===== src/rtl/am_demod.sv =====
// ---------------------------------------------------------------------------
// am_demod
//
// Purpose:
//   Envelope detector for a sampled AM signal. Every accepted sample is
//   rectified to its magnitude and summed over a window of N accepted
//   samples. At the end of each window the sum is scaled to the output range
//   and divided by N, which gives the mean magnitude. That result is
//   presented on out together with a one-cycle out_valid strobe.
//
// Ports:
//   clk              : single clock, all logic on the rising edge
//   reset            : synchronous, active-high; clears the window and the output
//   in               : signed two's-complement input sample (INPUT_WIDTH bits)
//   in_valid         : in is accepted on every rising edge where this is 1
//   oversample_ratio : decimation factor N, sampled on the first sample of a
//                      window (0 is treated as 1)
//   out              : envelope estimate, signed, never negative (OUTPUT_WIDTH bits)
//   out_valid        : one-cycle strobe marking a new out value
// ---------------------------------------------------------------------------
module am_demod #(
  parameter int INPUT_WIDTH  = 8,
  parameter int OUTPUT_WIDTH = 16
) (
  input  logic                    clk,
  input  logic                    reset,
  input  logic [INPUT_WIDTH-1:0]  in,
  input  logic                    in_valid,
  input  logic [7:0]              oversample_ratio,
  output logic [OUTPUT_WIDTH-1:0] out,
  output logic                    out_valid
);

  // The accumulator has room for 255 full-scale magnitudes and spare headroom.
  // The division stage works on the sum after the scaling shift has been applied.
  localparam int ACC_W = INPUT_WIDTH + 9;
  localparam int SHIFT = OUTPUT_WIDTH - INPUT_WIDTH;
  localparam int DIV_W = ACC_W + SHIFT;
  localparam logic [DIV_W-1:0] MAX_OUT =
    DIV_W'((64'd1 << (OUTPUT_WIDTH - 1)) - 64'd1);

  // Stage 1 state: the window in progress
  logic [ACC_W-1:0]        r_acc;
  logic [7:0]              r_count;
  logic [7:0]              r_winN;

  // Stage 1 to stage 2 handoff: a finished window waiting for the divider
  logic [ACC_W-1:0]        r_sum;
  logic [7:0]              r_sumN;
  logic                    r_done;

  // Stage 2 output registers
  logic [OUTPUT_WIDTH-1:0] r_out;
  logic                    r_outValid;

  logic [INPUT_WIDTH-1:0]  w_mag;
  logic                    w_first;
  logic [7:0]              w_winN;
  logic [7:0]              w_countNext;
  logic                    w_last;
  logic [ACC_W-1:0]        w_sum;
  logic [DIV_W-1:0]        w_dividend;
  logic [DIV_W-1:0]        w_quot;
  logic [OUTPUT_WIDTH-1:0] w_outSat;

  // Rectifier. The magnitude is held as an unsigned value of the same width,
  // so the most negative input maps to 2^(INPUT_WIDTH-1) without wrapping.
  // A window count of zero means the next accepted sample opens a new window.
  // In that case N comes from the port, otherwise from the value latched for
  // the current window. The first sample restarts the sum from its own
  // magnitude, so the stale accumulator contents never leak into a new window.
  always_comb begin
    w_mag       = in[INPUT_WIDTH-1] ? (~in + INPUT_WIDTH'(1)) : in;
    w_first     = (r_count == 8'd0);
    if (w_first) begin
      w_winN = (oversample_ratio == 8'd0) ? 8'd1 : oversample_ratio;
    end else begin
      w_winN = r_winN;
    end
    w_countNext = r_count + 8'd1;
    w_last      = (w_countNext == w_winN);
    w_sum       = (w_first ? '0 : r_acc) + ACC_W'(w_mag);
  end

  // Scale, divide and saturate. The divider is purely combinational and sits
  // between two register stages. This keeps one result per cycle possible at
  // N=1 without stalling. r_sumN is never zero, so the division is always
  // defined.
  always_comb begin
    w_dividend = DIV_W'(r_sum) << SHIFT;
    w_quot     = w_dividend / {{(DIV_W - 8){1'b0}}, r_sumN};
    w_outSat   = (w_quot > MAX_OUT) ? MAX_OUT[OUTPUT_WIDTH-1:0]
                                    : w_quot[OUTPUT_WIDTH-1:0];
  end

  // Window accumulation. Only accepted samples move the count or the sum.
  // On the Nth sample the completed sum and its N are handed to the divider
  // stage, and the counter returns to zero so the next accepted sample opens
  // a fresh window. Reset discards any partial window and any finished window
  // that has not reached the output yet.
  always_ff @(posedge clk) begin
    if (reset) begin
      r_acc   <= '0;
      r_count <= 8'd0;
      r_winN  <= 8'd1;
      r_sum   <= '0;
      r_sumN  <= 8'd1;
      r_done  <= 1'b0;
    end else begin
      r_done <= 1'b0;
      if (in_valid) begin
        if (w_last) begin
          r_count <= 8'd0;
          r_acc   <= '0;
          r_sum   <= w_sum;
          r_sumN  <= w_winN;
          r_done  <= 1'b1;
        end else begin
          r_count <= w_countNext;
          r_acc   <= w_sum;
          r_winN  <= w_winN;
        end
      end
    end
  end

  // Output stage. The result lands one edge after the window completes.
  // Between strobes the last value is held.
  always_ff @(posedge clk) begin
    if (reset) begin
      r_out      <= '0;
      r_outValid <= 1'b0;
    end else begin
      r_outValid <= r_done;
      if (r_done) begin
        r_out <= w_outSat;
      end
    end
  end

  assign out       = r_out;
  assign out_valid = r_outValid;

endmodule


===== config.mk =====
export PLATFORM = sky130hd
export DESIGN_NAME = am_demod
export DESIGN_NICKNAME = d
export VERILOG_FILES = /design/src/rtl/am_demod.sv
export SDC_FILE = /design/constraint.sdc
export NUM_CORES = 1
export LEC_CHECK = 0
export ABC_AREA = 0
export BUFFER_PORTS_ARGS = -buffer_cell sky130_fd_sc_hd__buf_2
export CAP_MARGIN = 5
export CORE_UTILIZATION = 35
export DETAILED_ROUTE_END_ITERATION = 10
export RECOVER_POWER = 50
export SYNTH_ARGS = -nofsm -noshare
export SYNTH_HDL_FRONTEND = slang
export SYNTH_SLANG_ARGS = --single-unit

===== constraint.sdc =====
create_clock -name clk -period 57.4 [get_ports clk]
set_input_delay 2.87 -clock clk [delete_from_list [all_inputs] [get_ports clk]]
set_output_delay 2.87 -clock clk [all_outputs]
set_load 0.01 [all_outputs]

==> impl_metrics.py <==
metrics = {
    "die": {
        "core.rowCount": 79,
        "die_w_um": 220,
        "coreArea_um2": 46900,
        "start_util_pct": 35.7,
        "die_height_um": 220,
        "io_pins": 36,
        "dieArea_um2": 48600,
    },
    "critical_path": {
        "reg2reg_to": "out[0]$_SDFFE_PP0P_",
        "path_buf_inv": 17,
        "cp_common_cell": "o21a_1",
        "r2r_setup_slack_ns": 2.95,
        "cp-end-kind": "register",
        "slowest_delay_ns": 0.62,
        "criticalPathCategory": "reg2reg",
        "cp-start-kind": "register",
        "r2r_start": "r_sumN[4]$_SDFFE_PP0P_",
        "cp.required_ns": 57.60,
        "rr_worst_depth": 278,
        "cpMaxStageDelayCell": "or4b_4",
        "crit_cells": 278,
        "crit_arrival_ns": 54.64,
        "crit_family": "compound AO/OA/AOI/OAI gates",
        "cp_max_fo": 15,
    },
    "route": {
        "via_per_inst": 6.03,
        "first_pass_iters": 6,
        "dr_total_vias": 18467,
        "first_iter_violations": 1371,
        "routed_wirelength_um": 54100,
        "drtAntennaViolNets": 0,
        "drc": 0,
        "wl_per_cell_um": 17.6,
    },
    "global_routing": {
        "grt.overflow.total": 0,
        "grt_pass1_wl_um": 87600,
        "grt_use_total_pct": 21.7,
        "antenna_found_initial": 0,
        "grt_pass1_vias": 17359,
        "grt_max_degree": 77,
    },
    "logic_synthesis": {
        "yosysWarnings": 0,
        "postSynthCellCount": 2331,
        "synth.cell_area_um2": 16700,
        "synth.net_count": 2529,
        "synth_area_per_cell_um2": 7.17,
        "async_flop_share_pct": 0,
        "ys_types": 117,
        "synth_flop_cell": "dfxtp_1",
        "synth.top_cell.area_share_pct": 13.3,
        "ys_seq_elements": 76,
        "synth_edf_count": 0,
        "synth_area_leader_cell": "ha_1",
        "synth_area_leaders": "ha_1, dfxtp_1, nand2_1, a21oi_1, nor2_1",
        "yosysSeqAreaShare_pct": 9.11,
    },
    "cells_and_area": {
        "instances_no_fill": 3065,
        "final_common_cell": "nand2_1",
        "area_growth_pct": 16.5,
        "drive_gt1_share_pct": 17.1,
        "fillers": 4825,
        "n_antenna_cell": 0,
        "nets": 2651,
        "final_cell_mix": "nand2_1, nor2_1, ha_1",
    },
    "flow_run": {
        "maxCapViolations": 0,
    },
    "timing": {
        "fin_crit_ns": 54.45,
        "slew_headroom_pct": 6.70,
        "final.period_utilization_pct": 94.9,
        "hold_viol": 0,
        "finalSetupViolations": 0,
        "max_freq_ghz": 0.0184,
        "slew_violations": 0,
        "tightestPinTransition_ns": 1.40,
        "skew_ns": 0.00755,
    },
    "worst_hold_path": {
        "hold_start": "r_winN[2]$_SDFFE_PP0P_",
        "hold_end": "r_winN[2]$_SDFFE_PP0P_",
        "hold_class": "reg2reg",
        "whs_path_depth": 2,
    },
    "clocking": {
        "cts_tree": "built",
        "path_clk_slew_ns": 0.06,
        "clockBufferDepth": 2,
        "insertion_delay_ns": 0.35,
        "cts_sinks": 76,
        "cts_buffers": 9,
        "h-tree-depth": 3,
        "cts-root-buf": "clkbuf_16",
    },
    "run_status": {
        "status": "complete, no violations",
    },
    "placement": {
        "dp_cells": 2981,
        "place.gp.congestion": 0.936,
        "hpwlAfterDp_um": 41400,
        "port_buffers": 35,
    },
}
==> cell usage after synthesis (32+ instances only) <==
cell,number
mux2i_1,32
nand2_1,243
a211oi_1,52
clkbuf_1,60
ha_1,177
xnor2_1,81
mux2_2,37
nand2b_1,33
o21a_1,90
o31ai_1,51
nor3_1,107
and2_1,44
a21oi_1,168
a21o_1,61
o21ai_0,95
dfxtp_1,76
xor2_1,48
nor2_1,220
nand3_1,68
inv_1,59
==> per-layer routing <==
| metal | vias to the layer above | track usage, % | wire (um) |
|---|---|---|---|
| li1 | 9115 | - | - |
| met1 | 8732 | 30.3 | 25900 |
| met2 | 535 | 35.8 | 24400 |
| met3 | 85 | 2.24 | 2710 |
| met4 | 0 | 4.90 | 1120 |
| met5 | - | 0 | 0 |
==> per-stage QoR <==
step                worst slack, ns  util [%]  hold WS [ns]  setup TNS [ns]  area [um^2]
floorplan                    0.0534         -         0.436               0        16700
global placement              -2.22      38.4         0.442           -2.22        18000
detailed placement            -2.86      38.4         0.446           -3.10        18000
CTS                           0.124      39.5         0.455               0        18500
global route                 -0.467      41.5         0.474          -0.467        19500
finish                         2.95      41.5         0.453               0        19500
==> logic make-up (layout without fill, tap and decap cells) <==
| logic type | count (synthesis) | count (layout) | share of synthesized area (%) |
|---|---|---|---|
| AO/OA/AOI/OAI | 792 | 792 | 33.7 |
| XOR/XNOR | 130 | 130 | 6.86 |
| adder cells (fa/ha/maj) | 180 | 180 | 13.6 |
| buffers and inverters | 144 | 268 | 3.62 |
| flip-flops | 76 | 76 | 9.11 |
| multiplexers | 70 | 70 | 4.50 |
| AND/OR/NAND/NOR | 939 | 942 | 28.6 |
==> area by class of cell <==
cell class              count  area, um^2  area share, %
multi-input cells        2114       15200           78.2
flip-flops and latches     76        1520           7.82
repair buffers            193        1360           6.99
well taps                 607         759           3.90
clock buffers               9         225           1.16
inverters                  59         221           1.14
clock inverters             7         146          0.752
==> worst register-to-register path: cells and delay by family (launching register included) <==
family,cells,cell delay [ns]
multiplexers,5,1.23
adder cells (fa/ha/maj),24,7.03
AO/OA/AOI/OAI,150,28.38
buffers and inverters,17,2.41
flip-flops,1,0.34
AND/OR/NAND/NOR,82,14.85
==> flip-flops by register name (all words and copies together), names as in the netlist <==
name,count
r_acc,17
r_sum,17
out,16
r_count,8
r_sumN,8
r_winN,8
out_valid,1
r_done,1
==> how the worst max path moves through the flow <==
stage,slack (ns),endpoint,from
finish,2.95,out[0]$_SDFFE_PP0P_,r_sumN[4]$_SDFFE_PP0P_
global route,-0.47,out[0]$_SDFFE_PP0P_,r_sumN[4]$_SDFFE_PP0P_
CTS,0.12,out[0]$_SDFFE_PP0P_,r_sumN[4]$_SDFFE_PP0P_
detailed placement,-2.86,out[0]$_SDFFE_PP0P_,r_sumN[4]$_SDFFE_PP0P_
global placement,-2.22,out[0]$_SDFFE_PP0P_,r_sumN[4]$_SDFFE_PP0P_
floorplan,0.05,out[0]$_SDFFE_PP0P_,r_sumN[0]$_SDFFE_PP1P_
==> what timing repair did <==
item,in CTS,in global routing
buffers inserted,3,62
gates resized for setup,29,116
endpoints found under the setup margin,2,2
hold buffers,0,0
gates cloned,0,3
pin swaps,5,49
Power is not shown: default switching activity piles up to over one toggle a cycle in this logic, so the estimate is an artifact.
